==> src/rtl/cellram_arbiter.sv <==
// cellram_arbiter: shares one asynchronous-mode Cellular RAM port between the
// scanout read path and the host write path. Strobe timing is produced by
// cycle counting; reads have priority; every access ends with bus recovery.
// Optional build macro: WR_STARVE_GUARD_EN bounds how many consecutive read
// grants may bypass a waiting write (STARVE_LIMIT).
//
// state | meaning
// IDLE  | bus released, arbitrating requests (read first)
// RD    | CE/OE/LB/UB low; dq_i captured on the last RD cycle
// WR    | CE/WE low, byte lanes from wr_be, latched data driven
// TURN  | all strobes high; write data held through the first cycle
module cellram_arbiter #(
  parameter int ADDR_W       = 26,
  parameter int DATA_W       = 16,
  parameter int RD_CYCLES    = 3,
  parameter int WR_CYCLES    = 3,
  parameter int TURN_CYCLES  = 1,
  parameter int STARVE_LIMIT = 8
) (
  input  logic              clk,
  input  logic              rst,
  input  logic              rd_req,
  input  logic [ADDR_W-1:0] rd_addr,
  output logic              rd_ack,
  output logic              rd_valid,
  output logic [DATA_W-1:0] rd_data,
  input  logic              wr_req,
  input  logic [ADDR_W-1:0] wr_addr,
  input  logic [DATA_W-1:0] wr_data,
  input  logic [1:0]        wr_be,
  output logic              wr_ack,
  output logic [ADDR_W-1:0] ram_adr,
  input  logic [DATA_W-1:0] dq_i,
  output logic [DATA_W-1:0] dq_o,
  output logic              dq_oe,
  output logic              ram_ce_n,
  output logic              ram_oe_n,
  output logic              ram_we_n,
  output logic              ram_lb_n,
  output logic              ram_ub_n,
  output logic              ram_adv_n,
  output logic              ram_cre,
  output logic              busy
);

  localparam int MAX_A = (RD_CYCLES > WR_CYCLES) ? RD_CYCLES : WR_CYCLES;
  localparam int MAX_C = (MAX_A > TURN_CYCLES) ? MAX_A : TURN_CYCLES;
  localparam int CNT_W = $clog2(MAX_C + 1);
  localparam logic [CNT_W-1:0] RD_LOAD   = CNT_W'(RD_CYCLES - 1);
  localparam logic [CNT_W-1:0] WR_LOAD   = CNT_W'(WR_CYCLES - 1);
  localparam logic [CNT_W-1:0] TURN_LOAD = CNT_W'(TURN_CYCLES - 1);

  typedef enum logic [1:0] {S_IDLE, S_RD, S_WR, S_TURN} state_t;

  state_t              state_q;
  logic [CNT_W-1:0]    cnt_q;
  logic [ADDR_W-1:0]   adr_q;
  logic [DATA_W-1:0]   dqo_q, rdata_q;
  logic                dqoe_q, rd_ack_q, wr_ack_q, rd_valid_q, busy_q;
  logic                ce_n_q, oe_n_q, we_n_q, lb_n_q, ub_n_q;
  logic                grant_rd, grant_wr;

`ifdef WR_STARVE_GUARD_EN
  localparam int STV_W = $clog2(STARVE_LIMIT + 1);
  logic [STV_W-1:0] starve_q;
  logic             starve_hit;

  assign starve_hit = (starve_q == STV_W'(STARVE_LIMIT));
  assign grant_rd   = rd_req && !(starve_hit && wr_req);

  // Count read grants that bypass a waiting write; clear once the write wins or withdraws
  always_ff @(posedge clk or posedge rst) begin
    if (rst) begin
      starve_q <= '0;
    end else if (state_q == S_IDLE) begin
      if (grant_wr || !wr_req) starve_q <= '0;
      else if (grant_rd && !starve_hit) starve_q <= starve_q + 1'b1;
    end
  end
`else
  assign grant_rd = rd_req;
`endif
  assign grant_wr = wr_req && !grant_rd;

  // Access sequencer: arbitration, strobe timing and all registered outputs
  always_ff @(posedge clk or posedge rst) begin
    if (rst) begin
      state_q    <= S_IDLE;
      cnt_q      <= '0;
      adr_q      <= '0;
      dqo_q      <= '0;
      rdata_q    <= '0;
      dqoe_q     <= 1'b0;
      rd_ack_q   <= 1'b0;
      wr_ack_q   <= 1'b0;
      rd_valid_q <= 1'b0;
      busy_q     <= 1'b0;
      ce_n_q     <= 1'b1;
      oe_n_q     <= 1'b1;
      we_n_q     <= 1'b1;
      lb_n_q     <= 1'b1;
      ub_n_q     <= 1'b1;
    end else begin
      rd_ack_q   <= 1'b0;
      wr_ack_q   <= 1'b0;
      rd_valid_q <= 1'b0;
      case (state_q)
        S_IDLE: begin
          if (grant_rd) begin
            state_q  <= S_RD;
            cnt_q    <= RD_LOAD;
            adr_q    <= rd_addr;
            rd_ack_q <= 1'b1;
            busy_q   <= 1'b1;
            ce_n_q   <= 1'b0;
            oe_n_q   <= 1'b0;
            lb_n_q   <= 1'b0;
            ub_n_q   <= 1'b0;
          end else if (grant_wr) begin
            state_q  <= S_WR;
            cnt_q    <= WR_LOAD;
            adr_q    <= wr_addr;
            dqo_q    <= wr_data;
            dqoe_q   <= 1'b1;
            wr_ack_q <= 1'b1;
            busy_q   <= 1'b1;
            ce_n_q   <= 1'b0;
            we_n_q   <= 1'b0;
            lb_n_q   <= ~wr_be[0];
            ub_n_q   <= ~wr_be[1];
          end
        end
        S_RD: begin
          if (cnt_q == '0) begin
            rdata_q    <= dq_i;
            rd_valid_q <= 1'b1;
            state_q    <= S_TURN;
            cnt_q      <= TURN_LOAD;
            ce_n_q     <= 1'b1;
            oe_n_q     <= 1'b1;
            lb_n_q     <= 1'b1;
            ub_n_q     <= 1'b1;
          end else begin
            cnt_q <= cnt_q - 1'b1;
          end
        end
        S_WR: begin
          // dq_oe deliberately left high: data hold after WE rises
          if (cnt_q == '0) begin
            state_q <= S_TURN;
            cnt_q   <= TURN_LOAD;
            ce_n_q  <= 1'b1;
            we_n_q  <= 1'b1;
            lb_n_q  <= 1'b1;
            ub_n_q  <= 1'b1;
          end else begin
            cnt_q <= cnt_q - 1'b1;
          end
        end
        S_TURN: begin
          dqoe_q <= 1'b0;
          if (cnt_q == '0) begin
            state_q <= S_IDLE;
            busy_q  <= 1'b0;
          end else begin
            cnt_q <= cnt_q - 1'b1;
          end
        end
        default: state_q <= S_IDLE;
      endcase
    end
  end

  assign rd_ack    = rd_ack_q;
  assign wr_ack    = wr_ack_q;
  assign rd_valid  = rd_valid_q;
  assign rd_data   = rdata_q;
  assign ram_adr   = adr_q;
  assign dq_o      = dqo_q;
  assign dq_oe     = dqoe_q;
  assign ram_ce_n  = ce_n_q;
  assign ram_oe_n  = oe_n_q;
  assign ram_we_n  = we_n_q;
  assign ram_lb_n  = lb_n_q;
  assign ram_ub_n  = ub_n_q;
  assign ram_adv_n = 1'b0;
  assign ram_cre   = 1'b0;
  assign busy      = busy_q;

endmodule
==> config.mk <==
export PLATFORM = sky130hd
export DESIGN_NAME = cellram_arbiter
export DESIGN_NICKNAME = d
export VERILOG_FILES = /design/src/rtl/cellram_arbiter.sv
export SDC_FILE = /design/constraint.sdc
export NUM_CORES = 1
export LEC_CHECK = 0
export CAP_MARGIN = 20
export CORE_MARGIN = 3
export CORE_UTILIZATION = 40
export DETAILED_ROUTE_END_ITERATION = 10
export GPL_TIMING_DRIVEN = 0
export PLACE_DENSITY = 0.78
export SYNTH_ARGS = -nofsm -noshare
export SYNTH_HDL_FRONTEND = slang
export SYNTH_SLANG_ARGS = --single-unit
==> constraint.sdc <==
create_clock -name clk -period 4.6 [get_ports clk]
set_input_delay 0.92 -clock clk [delete_from_list [all_inputs] [get_ports clk]]
set_output_delay 0.92 -clock clk [all_outputs]
set_load 0.1 [all_outputs]
Yosys cells after proc, flatten, opt, wreduce, memory -nomap -nowiden
Cells that the tools add are included.

Register bits after elaboration: 72. Bits of input ports: 90.

Mux-type cells: 38. Eq/ne operators: 12. Reduce and logical (&&, ||, !) cells: 20. Add/subtract/negate cells: 1. Bitwise gates (word level): 3.

Operators with widths (number): 26-bit 2-to-1 mux (2); 1-bit 2-to-1 mux (20); 3-bit AND reduction (6); 2-bit 2-to-1 mux (7); 2-bit inequality test (second input constant) (7); 1-bit one-hot mux with 2 select lines (7); 2-bit one-hot mux with 3 select lines (2); 2-bit nonzero test (5); 2-bit AND reduction (3); 2-bit == test (second input constant) (2); 2-bit logical NOT (2); 4-bit AND reduction (1); 3-bit inequality test (second input constant) (1); 1-bit NOT (3); 2-bit by 1-bit == test with 1-bit output (second input constant) (1); 2-bit by 1-bit inequality test with 1-bit output (second input constant) (1); 2-bit OR reduction (1); 2-bit by 1-bit subtractor with 2-bit output (second input constant) (1); 1-bit logical AND (1); 1-bit logical NOT (1).

Logic depth before layout (Yosys ltp)
Gate-level depths: netlist (run 1).

Depth after elaboration: 5. Gate-level depth with buffers: 7.

Least setup slack after synthesis (run 1)
No wires, ideal clock.

Path kind: input to register. Start: input port wr_req. End: register state_q[0]. Data arrival time: 1749 ps. Library setup time: 128 ps. Path buffers: 1. Setup slack: 2724 ps. Cell stages on the path: 4. Cells stage by stage: buf_2 > nor3b_4 > nor3_2 > mux2_1.

Cells in the longest elaborated chain, start to end: 3.

RTL lines: start, declared (line 27) `input logic wr_req,`; 1-bit logical AND (line 83) `assign grant_wr = wr_req && !grant_rd;`; 3-bit inequality test (no line); 3-bit AND reduction (no line); end signal, assigned (line 88) `state_q <= S_IDLE;`; end signal, assigned (line 110) `state_q <= S_RD;`; end signal, assigned (line 120) `state_q <= S_WR;`; end, declared (line 55) `state_t state_q;`.

No other way between the ends. A chain may end at the register's enable or synchronous reset.

Worst setup path after layout (run 1)
Start: register oe_n_q (netlist: ram_oe_n). End: output port ram_oe_n.

RTL lines: start, declared (line 60) `logic ce_n_q, oe_n_q, we_n_q, lb_n_q, ub_n_q;`; start signal, assigned (line 99) `oe_n_q <= 1'b1;`; start signal, assigned (line 116) `oe_n_q <= 1'b0;`; start signal, assigned (line 140) `oe_n_q <= 1'b1;`; end, declared (line 37) `output logic ram_oe_n,`.

No word-level cell between the ends.

==> impl_metrics.env, run 1 <==
export IMPL_outcome="completed"
export IMPL_timing_final_crit_share_pct=64.1
export IMPL_synth_seq_cells=72
export IMPL_synthTopCellsByArea="dfrtp_1, mux2i_1, mux2_2"
export IMPL_cts_resized=0
export IMPL_cpPeakStageDelay_ps=1140
export IMPL_drc_errors=0
export IMPL_final_cell_mix="clkdlybuf4s50_1, dfrtp_1, nand2_1, mux2i_1, o21ai_0"
export IMPL_pre_cts_ws_ps=2010
export IMPL_layout_commonest_cell="clkdlybuf4s50_1"
export IMPL_clkSinkCount=72
export IMPL_synth_distinct_cells=33
export IMPL_skew_ps=10.3
export IMPL_layout_setup_ws_ps=1650
export IMPL_syn_inst=267
export IMPL_clk_pin_slew_ps=80
export IMPL_crit_path_start_kind="flop"
export IMPL_vias_per_cell=4.86
export IMPL_syn_area_um2=3270
export IMPL_worstSetupEndpoint="ram_oe_n"
export IMPL_clk_path_buf_depth=2
export IMPL_grtUsageTotal_pct=17.7
export IMPL_cp_arrival_ps=2030
export IMPL_clockRootBuffer="clkbuf_8"
export IMPL_drt_pass1_iterations=4
export IMPL_grt_pass1_vias=2731
export IMPL_crit_start="ram_oe_n"
export IMPL_setup_violations=0
export IMPL_ctsHoldBuffers=0
export IMPL_seq_area_frac_synth_pct=55.3
export IMPL_r2r_setup_slack_ps=2790
export IMPL_cts_max_level=3
export IMPL_cp_slowest_cell="clkdlybuf4s50_1"
export IMPL_period_minus_slack_ps=2950
export IMPL_area_growth_pct=57.7
export IMPL_port_buffers=155
export IMPL_cap_violations=0
export IMPL_cts_setup_buffers=0
export IMPL_crit_cells=1
export IMPL_gp_congestion=0.759
export IMPL_r2r_end="state_q[1]"
export IMPL_timing_critical_path_cells="clkdlybuf4s50_1"
export IMPL_dieHeight_um=96.4
export IMPL_hp_class="reg -> reg"
export IMPL_worstMarginPinSlew_ps=1010
export IMPL_wirelength_mm=8.25
export IMPL_grt_pass1_wl_mm=12.8
export IMPL_cts_buffers=9
export IMPL_n_antenna_cell=0
export IMPL_critical_path_class="reg -> out"
export IMPL_r2r_start="state_q[0]"
export IMPL_yosysWarnings=0
export IMPL_cts_tree="built"
export IMPL_path_delay_family="buffers and inverters"
export IMPL_setup_tns_ps=0
export IMPL_crit_fanout=3
export IMPL_fp_row_count=32
export IMPL_reg2reg_depth=6
export IMPL_die_area_um2=9290
export IMPL_synth_top_cell_by_area="dfrtp_1"
export IMPL_nets=534
export IMPL_initial_core_util_pct=41.7
export IMPL_antenna_left=0
export IMPL_final_hold_viol_count=0
export IMPL_slew_headroom_pct=32.2
export IMPL_rsz0062_at_grt="no"
export IMPL_yosys_area_top_type_share_pct=51.3
export IMPL_dieWidth_um=96.4
export IMPL_ioPinCount=160
export IMPL_avgSynthCellArea_um2=12.2
export IMPL_final_util_pct=65.7
export IMPL_crit_buf_inv=1
export IMPL_crit_required_ps=3680
export IMPL_cp_end_kind="output port"
export IMPL_clk_latency_ps=340
export IMPL_hold_slack_ps=487
export IMPL_final_max_slew_viol_count=0
export IMPL_grt_start_max_net_pins=73
export IMPL_wl_per_cell_um=15.3
export IMPL_drive_gt1_share_pct=14.4
export IMPL_antenna_found_initial=0
export IMPL_place_hpwl_mm=6.36
export IMPL_core_area_um2=7850
export IMPL_vias=2628
export IMPL_gr_total_overflow=0
export IMPL_drt_iter0_markers=35
export IMPL_max_freq_mhz=339
==> flip-flops by register name, indices dropped and copies added (netlist names) <==
register and flops:
wr_ack 1, state_q 2, rd_ack 1, dq_o 16, busy 1, ram_lb_n 1
ram_ce_n 1, rd_valid 1, cnt_q 2, rd_data 16, ram_oe_n 1, ram_ub_n 1
ram_adr 26, ram_we_n 1, dq_oe 1
==> worst min path at each step <==
stage	start	cells past startpoint	endpoint	slack [ps]
CTS	ram_adr[13]	2	ram_adr[13]	490
floorplan	cnt_q[0]	2	cnt_q[0]	500
global placement	ram_adr[15]	2	ram_adr[15]	460
detailed placement	ram_adr[18]	2	ram_adr[18]	470
global route	ram_adr[25]	2	ram_adr[25]	500
finish	ram_adr[18]	2	ram_adr[18]	490
==> cells in the mapped netlist, drive strengths merged <==
cell type	count
and2	1
a21oi	6
a22oi	1
mux2	34
o21ai	31
o21a	1
conb	1
a22o	1
ha	10
nand2	31
nor3b	1
dfrtp	67
inv	12
mux2i	30
o31ai	1
nand2b	3
nand3b	1
o32a	2
nor2	2
nor2b	4
a21o	1
clkbuf	3
buf	13
dfstp	5
a31oi	2
o41ai	1
nor3	1
or3b	1
==> layer usage <==
| layer | share of wire, % | track usage [%] | up-vias |
|---|---|---|---|
| li1 | - | - | 1257 |
| met1 | 40 | 20.5 | 1252 |
| met2 | 50 | 30.7 | 104 |
| met3 | 8.3 | 5.27 | 15 |
| met4 | 1.8 | 6.66 | 0 |
| met5 | 0 | 0 | - |
==> kinds of logic (layout without fill, tap and decap cells) <==
logic type,count (synthesis),after routing,share of synthesized area (%)
AND/OR/NAND/NOR,45,45,7.16
flip-flops,72,72,55.3
AO/OA/AOI/OAI,47,47,8.23
other,1,2,0.115
buffers and inverters,28,199,4.48
adder cells (fa/ha/maj),10,10,3.83
multiplexers,64,64,20.9
==> layout make-up <==
cell class              count  area [um2]
clock buffers               9         124
clock inverters             7        78.8
inverters                  12        47.5
plain buffers              16         101
multi-input cells         168        1320
fillers                   643        2690
repair buffers            155        1550
well taps                 102         128
flip-flops and latches     72        1810
==> stage by stage <==
step                      area [um2]  std cells
final                           5160        541
after global routing            5160        541
after CTS                       5160        541
after detailed placement        4950        525
after global placement          4950        525
after floorplan                 3270        268
Power of run 1 is left out: the tool's default activity adds up to more than one toggle a clock period on the data nets, which glitch-free logic cannot reach.
==> inputs of run 2 (changes only) <==
--- a/config.mk
+++ b/config.mk
@@ -7,10 +7,10 @@
 export LEC_CHECK = 0
 export CAP_MARGIN = 20
 export CORE_MARGIN = 3
-export CORE_UTILIZATION = 40
+export CORE_UTILIZATION = 37
 export DETAILED_ROUTE_END_ITERATION = 10
 export GPL_TIMING_DRIVEN = 0
-export PLACE_DENSITY = 0.78
+export PLACE_DENSITY = 0.76
 export SYNTH_ARGS = -nofsm -noshare
 export SYNTH_HDL_FRONTEND = slang
 export SYNTH_SLANG_ARGS = --single-unit
==> constraint.sdc (replaced) <==
create_clock -name clk -period 2.65 [get_ports clk]
set_input_delay 0.53 -clock clk [delete_from_list [all_inputs] [get_ports clk]]
set_output_delay 0.53 -clock clk [all_outputs]
set_load 0.1 [all_outputs]
==> run 2 against run 1 <==
Register-to-register slack worse by 2000 ps. Final cell count up 0.55%. Core utilization down 4.4 points. Wire length up 0.92%. Die area up 7.6%. Global-route usage down 0.62 points. Setup slack worse by 1600 ps. Worst hold slack worse by 6.7 ps. Largest cell class unchanged. Highest routed layer unchanged.
==> impl_metrics.env, run 2 (synthesis gave the netlist of run 1 again) <==
export IMPL_n_antenna_cell=0
export IMPL_timing_critical_path_cells="clkdlybuf4s50_1"
export IMPL_r2r_end="state_q[0]"
export IMPL_cts_tree="built"
export IMPL_critical_path_class="reg -> out"
export IMPL_cts_max_level=3
export IMPL_worstMarginPinSlew_ps=1010
export IMPL_crit_path_start_kind="flop"
export IMPL_path_delay_family="buffers and inverters"
export IMPL_cpPeakStageDelay_ps=1130
export IMPL_area_growth_pct=57.2
export IMPL_vias_per_cell=4.78
export IMPL_gp_congestion=0.813
export IMPL_drc_errors=0
export IMPL_cp_arrival_ps=2030
export IMPL_clkSinkCount=72
export IMPL_nets=534
export IMPL_grt_pass1_vias=2728
export IMPL_fp_row_count=33
export IMPL_cp_slowest_cell="clkdlybuf4s50_1"
export IMPL_dieWidth_um=100
export IMPL_layout_commonest_cell="clkdlybuf4s50_1"
export IMPL_largest_register_ffs=26
export IMPL_die_area_um2=10000
export IMPL_final_cell_mix="clkdlybuf4s50_1, dfrtp_1, nand2_1, mux2i_1, o21ai_0"
export IMPL_hold_path_endpoint="ram_adr[21]"
export IMPL_crit_buf_inv=1
export IMPL_dieHeight_um=100
export IMPL_wl_per_cell_um=15.3
export IMPL_ctsHoldBuffers=0
export IMPL_antenna_found_initial=0
export IMPL_gr_total_overflow=0
export IMPL_grtUsageTotal_pct=17.0
export IMPL_hp_start="ram_adr[21]"
export IMPL_reg2reg_depth=6
export IMPL_place_hpwl_mm=6.37
export IMPL_clk_pin_slew_ps=80
export IMPL_final_hold_viol_count=0
export IMPL_r2r_setup_slack_ps=820
export IMPL_timing_final_crit_share_pct=96.5
export IMPL_setup_violations=0
export IMPL_cap_violations=0
export IMPL_whs_path_depth=2
export IMPL_core_area_um2=8380
export IMPL_hold_slack_ps=480
export IMPL_r2r_start="state_q[0]"
export IMPL_initial_core_util_pct=39.0
export IMPL_antenna_left=0
export IMPL_drt_iter0_markers=42
export IMPL_grt_start_max_net_pins=73
export IMPL_wirelength_mm=8.33
export IMPL_crit_fanout=3
export IMPL_max_freq_mhz=391
export IMPL_rsz0062_at_grt="no"
export IMPL_drive_gt1_share_pct=14.4
export IMPL_cts_setup_buffers=0
export IMPL_cts_resized=0
export IMPL_slew_headroom_pct=32.7
export IMPL_port_buffers=155
export IMPL_clk_path_buf_depth=2
export IMPL_outcome="completed"
export IMPL_cp_end_kind="output port"
export IMPL_drt_pass1_iterations=4
export IMPL_crit_required_ps=2120
export IMPL_hp_class="reg -> reg"
export IMPL_cts_buffers=9
export IMPL_period_minus_slack_ps=2560
export IMPL_ioPinCount=160
export IMPL_clk_latency_ps=350
export IMPL_skew_ps=13.5
export IMPL_vias=2599
export IMPL_final_max_slew_viol_count=0
export IMPL_clockRootBuffer="clkbuf_8"
export IMPL_grt_pass1_wl_mm=13.5
==> run 2: final cells by class <==
type,count,area [um2]
fillers,688,3240
flip-flops and latches,72,1810
repair buffers,155,1550
multi-input cells,168,1320
clock buffers,10,138
well taps,105,131
plain buffers,16,101
inverters,12,47.5
clock inverters,6,43.8
==> run 2: worst max path at each step <==
stage              from        to  slack [ps]  depth (start not counted)
2_1_floorplan       rst      busy         300                          1
3_3_place_gp        rst  cnt_q[0]        -920                          2
3_5_place_dp   ram_oe_n  ram_oe_n         450                          1
4_1_cts        ram_oe_n  ram_oe_n          70                          1
5_1_grt        ram_ce_n  ram_ce_n          50                          1
6_report       ram_ce_n  ram_ce_n          90                          1
==> run 2: metrics by stage <==
| step | instances | setup TNS [ps] | worst slack, ps | util (%) | instance area [um2] |
|---|---|---|---|---|---|
| after floorplan | 268 | 0 | 303 | - | 3270 |
| after CTS | 544 | 0 | 69.5 | 61.3 | 5140 |
| after global placement | 528 | -62490 | -919 | 59.1 | 4960 |
| final | 544 | 0 | 92.4 | 61.3 | 5140 |
| after global routing | 544 | 0 | 48.4 | 61.3 | 5140 |
| after detailed placement | 528 | 0 | 448 | 59.2 | 4960 |
==> run 2: per-layer routing <==
metal	vias to the layer above	wire, um	global-route usage [%]
li1	1248	-	-
met1	1230	3260	19.8
met2	109	4260	30.0
met3	12	703	5.14
met4	0	108	5.60
met5	-	0	0
Power of run 2 is left out for the same reason.
